File: config.mk
export PLATFORM = sky130hd
export DESIGN_NAME = hpdmc_sdram_dpresp_flat
export DESIGN_NICKNAME = d
export VERILOG_FILES = /design/src/rtl/hpdmc_sdram_dpresp_if.sv /design/src/rtl/hpdmc_sdram_dpresp.sv /design/src/flat_wrapper.sv
export SDC_FILE = /design/constraint.sdc
export NUM_CORES = 2
export LEC_CHECK = 0
export BUFFER_PORTS_ARGS = -buffer_cell sky130_fd_sc_hd__buf_4
export CORE_ASPECT_RATIO = 0.75
export CORE_UTILIZATION = 45
export DETAILED_ROUTE_END_ITERATION = 8
export GPL_TIMING_DRIVEN = 0
export PLACE_DENSITY = 0.61
export RECOVER_POWER = 50
export SETUP_SLACK_MARGIN = 0.02
export SYNTH_ARGS = -nofsm -noshare
export SYNTH_HDL_FRONTEND = slang
export SYNTH_SLANG_ARGS = --single-unit
File: constraint.sdc
create_clock -name clk -period 4.4 [get_ports clk]
set_input_delay 0.22 -clock clk [delete_from_list [all_inputs] [get_ports clk]]
set_output_delay 0.22 -clock clk [all_outputs]
set_load 0.02 [all_outputs]
File: src/rtl/hpdmc_sdram_dpresp_if.sv
// Burst command and data-path bundle between an hpdmc data-path controller
// (master) and the SDRAM-side responder (slave).
interface hpdmc_sdram_dpresp_if #(
    parameter int DW = 32,
    parameter int AW = 6
);
    logic              cmd_valid;
    logic              cmd_write;
    logic [AW-1:0]     cmd_addr;
    logic              cmd_ready;
    logic [DW-1:0]     dq_i;
    logic [DW/8-1:0]   dqm_i;
    logic [DW-1:0]     dq_o;
    logic              dq_oe;
    logic              dqs_o;
    logic              dqs_oe;
    logic              busy;

    modport master (
        output cmd_valid, cmd_write, cmd_addr, dq_i, dqm_i,
        input  cmd_ready, dq_o, dq_oe, dqs_o, dqs_oe, busy
    );

    modport slave (
        input  cmd_valid, cmd_write, cmd_addr, dq_i, dqm_i,
        output cmd_ready, dq_o, dq_oe, dqs_o, dqs_oe, busy
    );
endinterface

File: src/rtl/hpdmc_sdram_dpresp.sv
// SDRAM-side data-path responder: accepts burst commands, captures masked
// write bursts into an internal array and returns read bursts after CAS
// latency with strobe preamble/postamble. One beat per clock.
module hpdmc_sdram_dpresp #(
    parameter int DW = 32,
    parameter int AW = 6,
    parameter int BL = 8,
    parameter int CL = 2,
    parameter int WL = 1
) (
    input  logic                clk,
    input  logic                rst_n,
    hpdmc_sdram_dpresp_if.slave bus
);
    localparam int LB   = $clog2(BL);
    localparam int LATW = $clog2(CL + WL + 1);

    localparam logic [2:0] IDLE   = 3'd0;
    localparam logic [2:0] WLAT   = 3'd1;
    localparam logic [2:0] WBURST = 3'd2;
    localparam logic [2:0] RLAT   = 3'd3;
    localparam logic [2:0] RBURST = 3'd4;
    localparam logic [2:0] POST   = 3'd5;

    logic [DW-1:0]   mem [0:(1<<AW)-1];

    logic [2:0]      state, state_n;
    logic [LB-1:0]   beat, beat_n;
    logic [LATW-1:0] lat, lat_n;
    logic [AW-1:0]   base, base_n;
    logic            post_n;
    logic            accept, last_beat;
    logic [2:0]      launch_state;
    logic [LATW-1:0] launch_lat;

    logic            cmd_ready, dq_oe, dqs_o, dqs_oe, busy;
    logic [DW-1:0]   dq_o;

    // Beat k address: sequential wrap inside the BL-aligned block.
    function automatic logic [AW-1:0] beat_addr(input logic [AW-1:0] a, input logic [LB-1:0] k);
        logic [AW-1:0] m;
        m = AW'(BL - 1);
        return (a & ~m) | ((a + AW'(k)) & m);
    endfunction

    assign accept    = bus.cmd_valid & cmd_ready;
    assign last_beat = (beat == LB'(BL - 1));

    // Where a freshly accepted command starts when latency is not bypassed.
    always_comb begin
        if (bus.cmd_write) begin
            launch_state = (WL == 1) ? WBURST : WLAT;
            launch_lat   = LATW'((WL > 1) ? WL - 2 : 0);
        end else begin
            launch_state = RLAT;
            launch_lat   = LATW'(CL - 2);
        end
    end

    // Next-state logic; post_n flags the strobe postamble cycle after a read
    // that is not followed straight away by another read burst.
    always_comb begin
        state_n = state;
        beat_n  = beat;
        lat_n   = lat;
        base_n  = base;
        post_n  = 1'b0;
        case (state)
            IDLE: begin
                if (accept) begin
                    state_n = launch_state;
                    lat_n   = launch_lat;
                    beat_n  = '0;
                    base_n  = bus.cmd_addr;
                end
            end
            WLAT: begin
                if (lat == '0) begin
                    state_n = WBURST;
                    beat_n  = '0;
                end else begin
                    lat_n = lat - 1'b1;
                end
            end
            WBURST: begin
                if (!last_beat) begin
                    beat_n = beat + 1'b1;
                end else if (accept) begin
                    state_n = bus.cmd_write ? WBURST : launch_state;
                    lat_n   = launch_lat;
                    beat_n  = '0;
                    base_n  = bus.cmd_addr;
                end else begin
                    state_n = IDLE;
                end
            end
            RLAT: begin
                if (lat == '0) begin
                    state_n = RBURST;
                    beat_n  = '0;
                end else begin
                    lat_n = lat - 1'b1;
                end
            end
            RBURST: begin
                if (!last_beat) begin
                    beat_n = beat + 1'b1;
                end else begin
                    post_n = !(accept && !bus.cmd_write);
                    if (accept) begin
                        state_n = bus.cmd_write ? launch_state : RBURST;
                        lat_n   = launch_lat;
                        beat_n  = '0;
                        base_n  = bus.cmd_addr;
                    end else begin
                        state_n = POST;
                    end
                end
            end
            POST:    state_n = IDLE;
            default: state_n = IDLE;
        endcase
    end

    // Control state plus all registered outputs, derived from the next state.
    always_ff @(posedge clk or negedge rst_n) begin
        if (!rst_n) begin
            state     <= IDLE;
            beat      <= '0;
            lat       <= '0;
            cmd_ready <= 1'b1;
            dq_oe     <= 1'b0;
            dqs_oe    <= 1'b0;
            dqs_o     <= 1'b0;
            busy      <= 1'b0;
            dq_o      <= '0;
        end else begin
            state     <= state_n;
            beat      <= beat_n;
            lat       <= lat_n;
            cmd_ready <= (state_n == IDLE) ||
                         (((state_n == WBURST) || (state_n == RBURST)) && (beat_n == LB'(BL - 1)));
            dq_oe     <= (state_n == RBURST);
            dqs_oe    <= ((state_n == RLAT) && (lat_n == '0)) || (state_n == RBURST) || post_n;
            dqs_o     <= (state_n == RBURST) && !beat_n[0];
            busy      <= (state_n != IDLE);
            if (state_n == RBURST)
                dq_o <= mem[beat_addr(base_n, beat_n)];
        end
    end

    // Command address latch and masked write-beat capture into the array.
    always_ff @(posedge clk) begin
        base <= base_n;
        if (state == WBURST) begin
            for (int b = 0; b < DW/8; b++) begin
                if (!bus.dqm_i[b])
                    mem[beat_addr(base, beat)][b*8 +: 8] <= bus.dq_i[b*8 +: 8];
            end
        end
    end

    assign bus.cmd_ready = cmd_ready;
    assign bus.dq_o      = dq_o;
    assign bus.dq_oe     = dq_oe;
    assign bus.dqs_o     = dqs_o;
    assign bus.dqs_oe    = dqs_oe;
    assign bus.busy      = busy;
endmodule

File: src/flat_wrapper.sv
// flat-port wrapper written by rule: the top's interface ports become plain ports
module hpdmc_sdram_dpresp_flat 
#(
    parameter int DW = 32,
    parameter int AW = 6,
    parameter int BL = 8,
    parameter int CL = 2,
    parameter int WL = 1
)
  (clk, rst_n, bus_cmd_valid, bus_cmd_write, bus_cmd_addr, bus_dq_i, bus_dqm_i, bus_cmd_ready, bus_dq_o, bus_dq_oe, bus_dqs_o, bus_dqs_oe, bus_busy);
  hpdmc_sdram_dpresp_if #(.DW(DW), .AW(AW)) bus_i ();
  input  logic clk;
  input  logic rst_n;
  input wire logic [$bits(bus_i.cmd_valid)-1:0] bus_cmd_valid;
  input wire logic [$bits(bus_i.cmd_write)-1:0] bus_cmd_write;
  input wire logic [$bits(bus_i.cmd_addr)-1:0] bus_cmd_addr;
  input wire logic [$bits(bus_i.dq_i)-1:0] bus_dq_i;
  input wire logic [$bits(bus_i.dqm_i)-1:0] bus_dqm_i;
  output wire logic [$bits(bus_i.cmd_ready)-1:0] bus_cmd_ready;
  output wire logic [$bits(bus_i.dq_o)-1:0] bus_dq_o;
  output wire logic [$bits(bus_i.dq_oe)-1:0] bus_dq_oe;
  output wire logic [$bits(bus_i.dqs_o)-1:0] bus_dqs_o;
  output wire logic [$bits(bus_i.dqs_oe)-1:0] bus_dqs_oe;
  output wire logic [$bits(bus_i.busy)-1:0] bus_busy;
  assign bus_i.cmd_valid = bus_cmd_valid;
  assign bus_i.cmd_write = bus_cmd_write;
  assign bus_i.cmd_addr = bus_cmd_addr;
  assign bus_i.dq_i = bus_dq_i;
  assign bus_i.dqm_i = bus_dqm_i;
  assign bus_cmd_ready = bus_i.cmd_ready;
  assign bus_dq_o = bus_i.dq_o;
  assign bus_dq_oe = bus_i.dq_oe;
  assign bus_dqs_o = bus_i.dqs_o;
  assign bus_dqs_oe = bus_i.dqs_oe;
  assign bus_busy = bus_i.busy;
  hpdmc_sdram_dpresp #(.DW(DW), .AW(AW), .BL(BL), .CL(CL), .WL(WL)) u_core (.clk(clk), .rst_n(rst_n), .bus(bus_i));
endmodule
# After elaboration in Yosys (flattened, before gate mapping)
# Memories as Yosys holds them, arrays and structs flattened. A register that Yosys moved wholly into a read port is not among the register bits.
# Cells that the tools add are included.
# Widths: inputs -> output; s select.
[op_classes]
add_sub_neg = 4
eq_ne = 9
muxes = 36
n_bitwise = 3
n_reduce_logical = 19
[op_table]
columns = ["operator", "n"]
rows = [
  ["$mux 3", 11],
  ["$mux 1", 16],
  ["$pmux 3 s5", 1],
  ["$eq 3x2->1 const B", 4],
  ["$eq 3x3->1 const B", 4],
  ["$mux 6", 2],
  ["$or 6x3->6", 2],
  ["$pmux 6 s2", 1],
  ["$pmux 3 s3", 1],
  ["$add 3x3->3", 2],
  ["$logic_not 3->1", 2],
  ["$mux 2", 3],
  ["$pmux 2 s3", 1],
  ["$logic_and 1x1->1", 4],
  ["$logic_not 1->1", 4],
  ["$logic_not 2->1", 2],
  ["$logic_or 1x1->1", 4],
  ["$reduce_or 2->1", 2],
  ["$add 3x1->3 const B", 1],
  ["$eq 3x1->1 const B", 1],
  ["$reduce_bool 3->1", 1],
  ["$sub 2x1->2 const B", 1],
  ["$and 1x1->1", 1],
]
[word_totals]
reg_bits = 19
ramBits = 2048
in_bits = 46
output_inout_bits = 37
elab_cells = 81
n_memories = 1
[mem_list]
columns = ["memory", "words", "width", "read_ports", "rd_ports_with_merged_regs", "wr", "line_no", "rtl"]
rows = [
  ["u_core.mem", 64, 32, 1, 1, 1, "hpdmc_sdram_dpresp.sv:25", "logic [DW-1:0] mem [0:(1<<AW)-1];"],
]

# Logic depth before layout (Yosys ltp)
[depth]
depth_word = 9
mapped_depth = 18

# Worst setup path before layout
# Ideal clock, no wire load.
[synth_timing]
path_type = "reg-to-reg"
startpoint = "register u_core.beat[0]"
endpoint = "register u_core.dq_o[26], in the netlist u_core.bus.dq_o[26] (read register of u_core.mem)"
setup_time_ns = 0.126
t_arrival_ns = 4.498
t_required_ns = 4.274
slack_ns = -0.224
stages_incl_launch_ff = 18
period_less_slack_ns = 4.624
cell_sequence = "dfrtp_1 > ha_1 > ha_1 > a21boi_1 > o21ai_1 > buf_2 > mux2_2 > ha_1 > inv_1 > fa_1 > clkbuf_1 > clkbuf_1 > clkbuf_1 > clkbuf_1 > mux4_2 > a211oi_1 > nor4_1 > a221o_1"
[synth_via]
elab_chain_cells = 5
[synth_lines]
columns = ["item", "line_no", "rtl"]
rows = [
  ["start, declared", "hpdmc_sdram_dpresp.sv:28", "logic [LB-1:0] beat, beat_n;"],
  ["start signal, assigned", "hpdmc_sdram_dpresp.sv:139", "beat <= beat_n;"],
  ["$eq 3x3->1", "hpdmc_sdram_dpresp.sv:47", "assign last_beat = (beat == LB'(BL - 1));"],
  ["$mux 6", "hpdmc_sdram_dpresp.sv:106", "if (!last_beat) begin"],
  ["$pmux 6 s2", "hpdmc_sdram_dpresp.sv:68", "case (state)"],
  ["via u_core.base_n[0]", "hpdmc_sdram_dpresp.sv:30", "logic [AW-1:0] base, base_n;"],
  ["$add 3x3->3", "hpdmc_sdram_dpresp.sv:43", "return (a & ~m) | ((a + AW'(k)) & m);"],
  ["$or 6x3->6", "hpdmc_sdram_dpresp.sv:43", ""],
  ["end, declared", "hpdmc_sdram_dpresp.sv:37", "logic [DW-1:0] dq_o;"],
]
# The timed path passes the listed nets, and every way through them passes these cells.

# Worst setup path in the final report
[layout_timing]
startpoint = "register u_core.beat[1]"
endpoint = "register u_core.dq_o[13], in the netlist u_core.bus.dq_o[13] (read register of u_core.mem)"
[layout_via]
elab_chain_cells = 5
[layout_lines]
columns = ["item", "line_no"]
rows = [
  ["$add 3x1->3 (tied with other cells)", "hpdmc_sdram_dpresp.sv:87, hpdmc_sdram_dpresp.sv:107"],
  ["$mux 3 or $mux 6 (tied branches)", "hpdmc_sdram_dpresp.sv:106"],
  ["$pmux 3 s3 or $pmux 6 s2 (tied branches)", "hpdmc_sdram_dpresp.sv:68"],
  ["$add 3x3->3", "hpdmc_sdram_dpresp.sv:43"],
  ["$or 6x3->6", "hpdmc_sdram_dpresp.sv:43"],
]
# Parallel ways exist; a longest one is shown, timed or not.

==> impl_results.md <==
* Clock sinks at 2,099
* R2R Setup Slk at -0.08 ns
* Hold path cells at 4
* Initial antenna violation count at 14
* Drt via density at 6.52
* Area delta synth->final at 17.2%
* Status: finished, violations left
* Tightest Hold Check Type: in -> reg
* Top cell type's share of synthesized area at 75.4%
* Total congestion overflow at 0
* Failing checks: max-capacitance violations, max-slew violations, negative setup slack
* Synth Area in Simple Gates at 4.54%
* Most used DFF post-synth: edfxtp_1
* Die H at 371 µm
* Drt pass-1 iters at 6
* Type of element capturing the critical path: register
* Die area at 183,000 µm²
* Avg Cell Area, Syn at 20.5 µm²
* Drt wl/cell at 37.8 µm
* Critical path arrival at 5.25 ns
* Register area at 62,700 µm²
* RSZ-0062 raised after global routing: yes
* Port Buf Inserts at 82
* # setup viols final at 8
* Clock-pin slew on the worst setup and hold paths at 0.07 ns
* Initial Utilization at 45.6%
* Post-synth EDFFs at 2,048
* Number of routed nets with antenna violations at 0
* Xor/xnor cell area share of the yosys netlist at 0.0430%
* Top-count cell post-synth: edfxtp_1
* Final Net Count at 4,387
* Reg2reg path depth at 13
* Dpl ws at -3.16 ns
* CTS Buffer Depth at 3
* WL met1 at 106,000 µm
* # rows at 134
* Cts bufs inserted at 194
* Clock tree root buffer cell: clkbuf_16
* Worst EP required at 5.16 ns
* First-pass GRT wire length at 350,000 µm
* Largest net degree at the start of global routing at 65
* Main combinational cell family by area after synthesis: multiplexers
* Area of the multi-input gates at 19,800 µm²
* Highest routed layer: met5
* CTS H-Tree Depth at 4
* Clock Latency Late Sink at 0.84 ns
* Yosys cell types at 61
* TritonCTS clock tree: yes
* Reg2reg start: u_core.beat[1]
* DR DRC count at 0
* Dpl hpwl at 174,000 µm
* GPL Wtd Cong at 0.932
* Final WL at 260,000 µm
* Total GRT Usage at 28.4%
* Proportion of synthesized flip-flops having asynchronous set or reset at 2.14%
* Clock Skews at 0.0422 ns
* Synth Instances at 3,978
* IO Pins at 83
* Final min period at 4.48 ns
* Vias at 44.9k
* Non-Filler Instances at 6,885
* Max Transition Viols Final at 2,110
* Post-synthesis compound-gate area fraction at 2.42%
* WS Path Type: reg -> reg
* Layout cells sized above 1 at 30.2%
* Hold Path Sink: u_core.base[4]
* Synthesized cell area at 81,500 µm²
* Worst-path fanout max at 10
* Worst hold start: bus_cmd_addr[4]
* WL met2 at 105,000 µm
* F_max at 223 MHz
* Net Count, Synth at 4,031
* Vias in the first global route at 42.6k
* Worst setup SP type: register
* Met3 WL at 41,500 µm
* Critical R2R Capture: u_core.bus.dq_o[13]
* Core area at 179,000 µm²
* Placed Area at 85,400 µm²
* Synth area leader: edfxtp_1
* Post-Synth Adder-Cell Area at 0.126%
* Synth area leaders: edfxtp_1 75%, mux4_2 14%, nor2_1 1.4%
* Dpl cells at 6,451
* Worst rel slew slack at -157%
* Final Cycle Share at 102%
* Die X at 493 µm
* FF+latch count, synth at 2,099
* Maximum Capacitance Violations at 33
* Final hold viol count at 0
* Drt first-iter violations at 7,517
* Fill cell total of the finished layout at 13.7k
* Setup slack after layout at -0.0831 ns
* Slew @ Worst Pin at 3.86 ns
* Cell area after layout at 95,600 µm²
* Synthesis Warnings at 0
* Portion of netlist area occupied by mux cells at 14.6%
* Commonest cells in the netlist: 2,048 x edfxtp_1, 512 x mux4_2, 304 x nor2_1
* Sequential area share after synthesis at 77.0%
## state kept, by name (all words and copies together) (netlist names)
register              cells
u_core.base               6
u_core.bus.cmd_ready      1
u_core.beat               3
u_core.state              3
u_core.bus.dqs_oe         1
u_core.bus.dqs_o          1
u_core.bus.dq_oe          1
u_core.bus.busy           1
u_core.lat                2
u_core.mem             2048
u_core.bus.dq_o          32
## layer usage
layer / GRT usage, % / vias to the layer above
met2: 37.1 / 3318
li1: - / 17300
met3: 11.8 / 395
met5: 0 / -
met1: 43.1 / 23900
met4: 7.96 / 12
## placed cells by master (no fill, tap or decap), drive strengths merged, types with 3 or more instances in the layout
cell         instances
a21o                 3
nor2               304
nand3                7
and3               127
a211oi             126
or3                  3
o22ai               40
o31ai                4
a221o               29
nor2b                4
mux4               512
inv                 20
edfxtp            2048
nor4                59
dlygate4sd3         33
buf                196
bufinv              13
o21ai               44
ha                   5
mux2i                3
a31oi                3
nor3               168
clkinvlp             8
xnor2                4
nand2b               9
clkinv              88
o211ai               3
clkbuf             432
and3b                3
dfrtp               44
nand2               86
diode                6
dfxtp                6
mux2                30
and2                 3
a21oi                7
## repair_timing
item,in CTS,in global routing
endpoints found under the hold margin,915,1
cloned,5,1
gates resized for setup,588,226
hold buffers,32,1
setup endpoints to repair,32,160
buffers inserted,22,9
pin swaps,34,40
## through the flow
step / util, % / hold WS (ns) / setup TNS, ns
2_1_floorplan: - / -0.0756 / 0
3_3_place_gp: 47.6 / 0.296 / -1021.27
5_1_grt: 53.4 / 0.214 / -0.392
4_1_cts: 53.0 / 0.000571 / 0
6_report: 53.4 / 0.240 / -0.290
3_5_place_dp: 47.7 / 0.321 / -92.68
## worst max-delay path, stage by stage (launching register included)
cell and delay (ns):
dfrtp_1 0.39, ha_2 0.21, ha_4 0.18, a21boi_4 0.14, o21ai_2 0.16, buf_4 0.13, buf_4 0.14, mux2i_4 0.52
buf_2 0.38, clkdlybuf4s18_2 0.66, clkbuf_1 0.57, nor3_1 0.14, nor4_2 0.53, a221o_1 0.24
## how the worst max path moves through the flow
| stage | from | end | slack [ns] | depth (start not counted) |
|---|---|---|---|---|
| finish | u_core.beat[1] | u_core.bus.dq_o[13] | -0.08 | 13 |
| global route | u_core.beat[1] | u_core.bus.dq_o[15] | -0.11 | 19 |
| CTS | u_core.beat[1] | u_core.bus.dq_o[15] | 0.02 | 19 |
| detailed placement | u_core.beat[0] | u_core.bus.dq_o[17] | -3.16 | 17 |
| global placement | u_core.beat[0] | u_core.bus.dq_o[17] | -3.69 | 14 |
| floorplan | u_core.beat[0] | u_core.bus.dq_o[13] | 0.1 | 16 |
## layout make-up
class,count,share of cell area [%]
sequential,2099,65.7
clock inverter,117,1.01
multi-input combinational,1607,20.8
tap,2380,3.12
clock buffer,244,5.42
inverter,12,0.0471
timing repair buffer,163,1.47
antenna,6,0.0157
buffer,257,2.51
## cell families after synthesis
| family | count (synthesis) |
|---|---|
| fa+ha+maj | 7 |
| buf+inv | 272 |
| simple gates | 779 |
| xor+xnor | 4 |
| flops | 2099 |
| mux | 545 |
| compound gates | 272 |
Power is not shown: default switching activity piles up to over one toggle a cycle in this logic, so the estimate is an artifact.
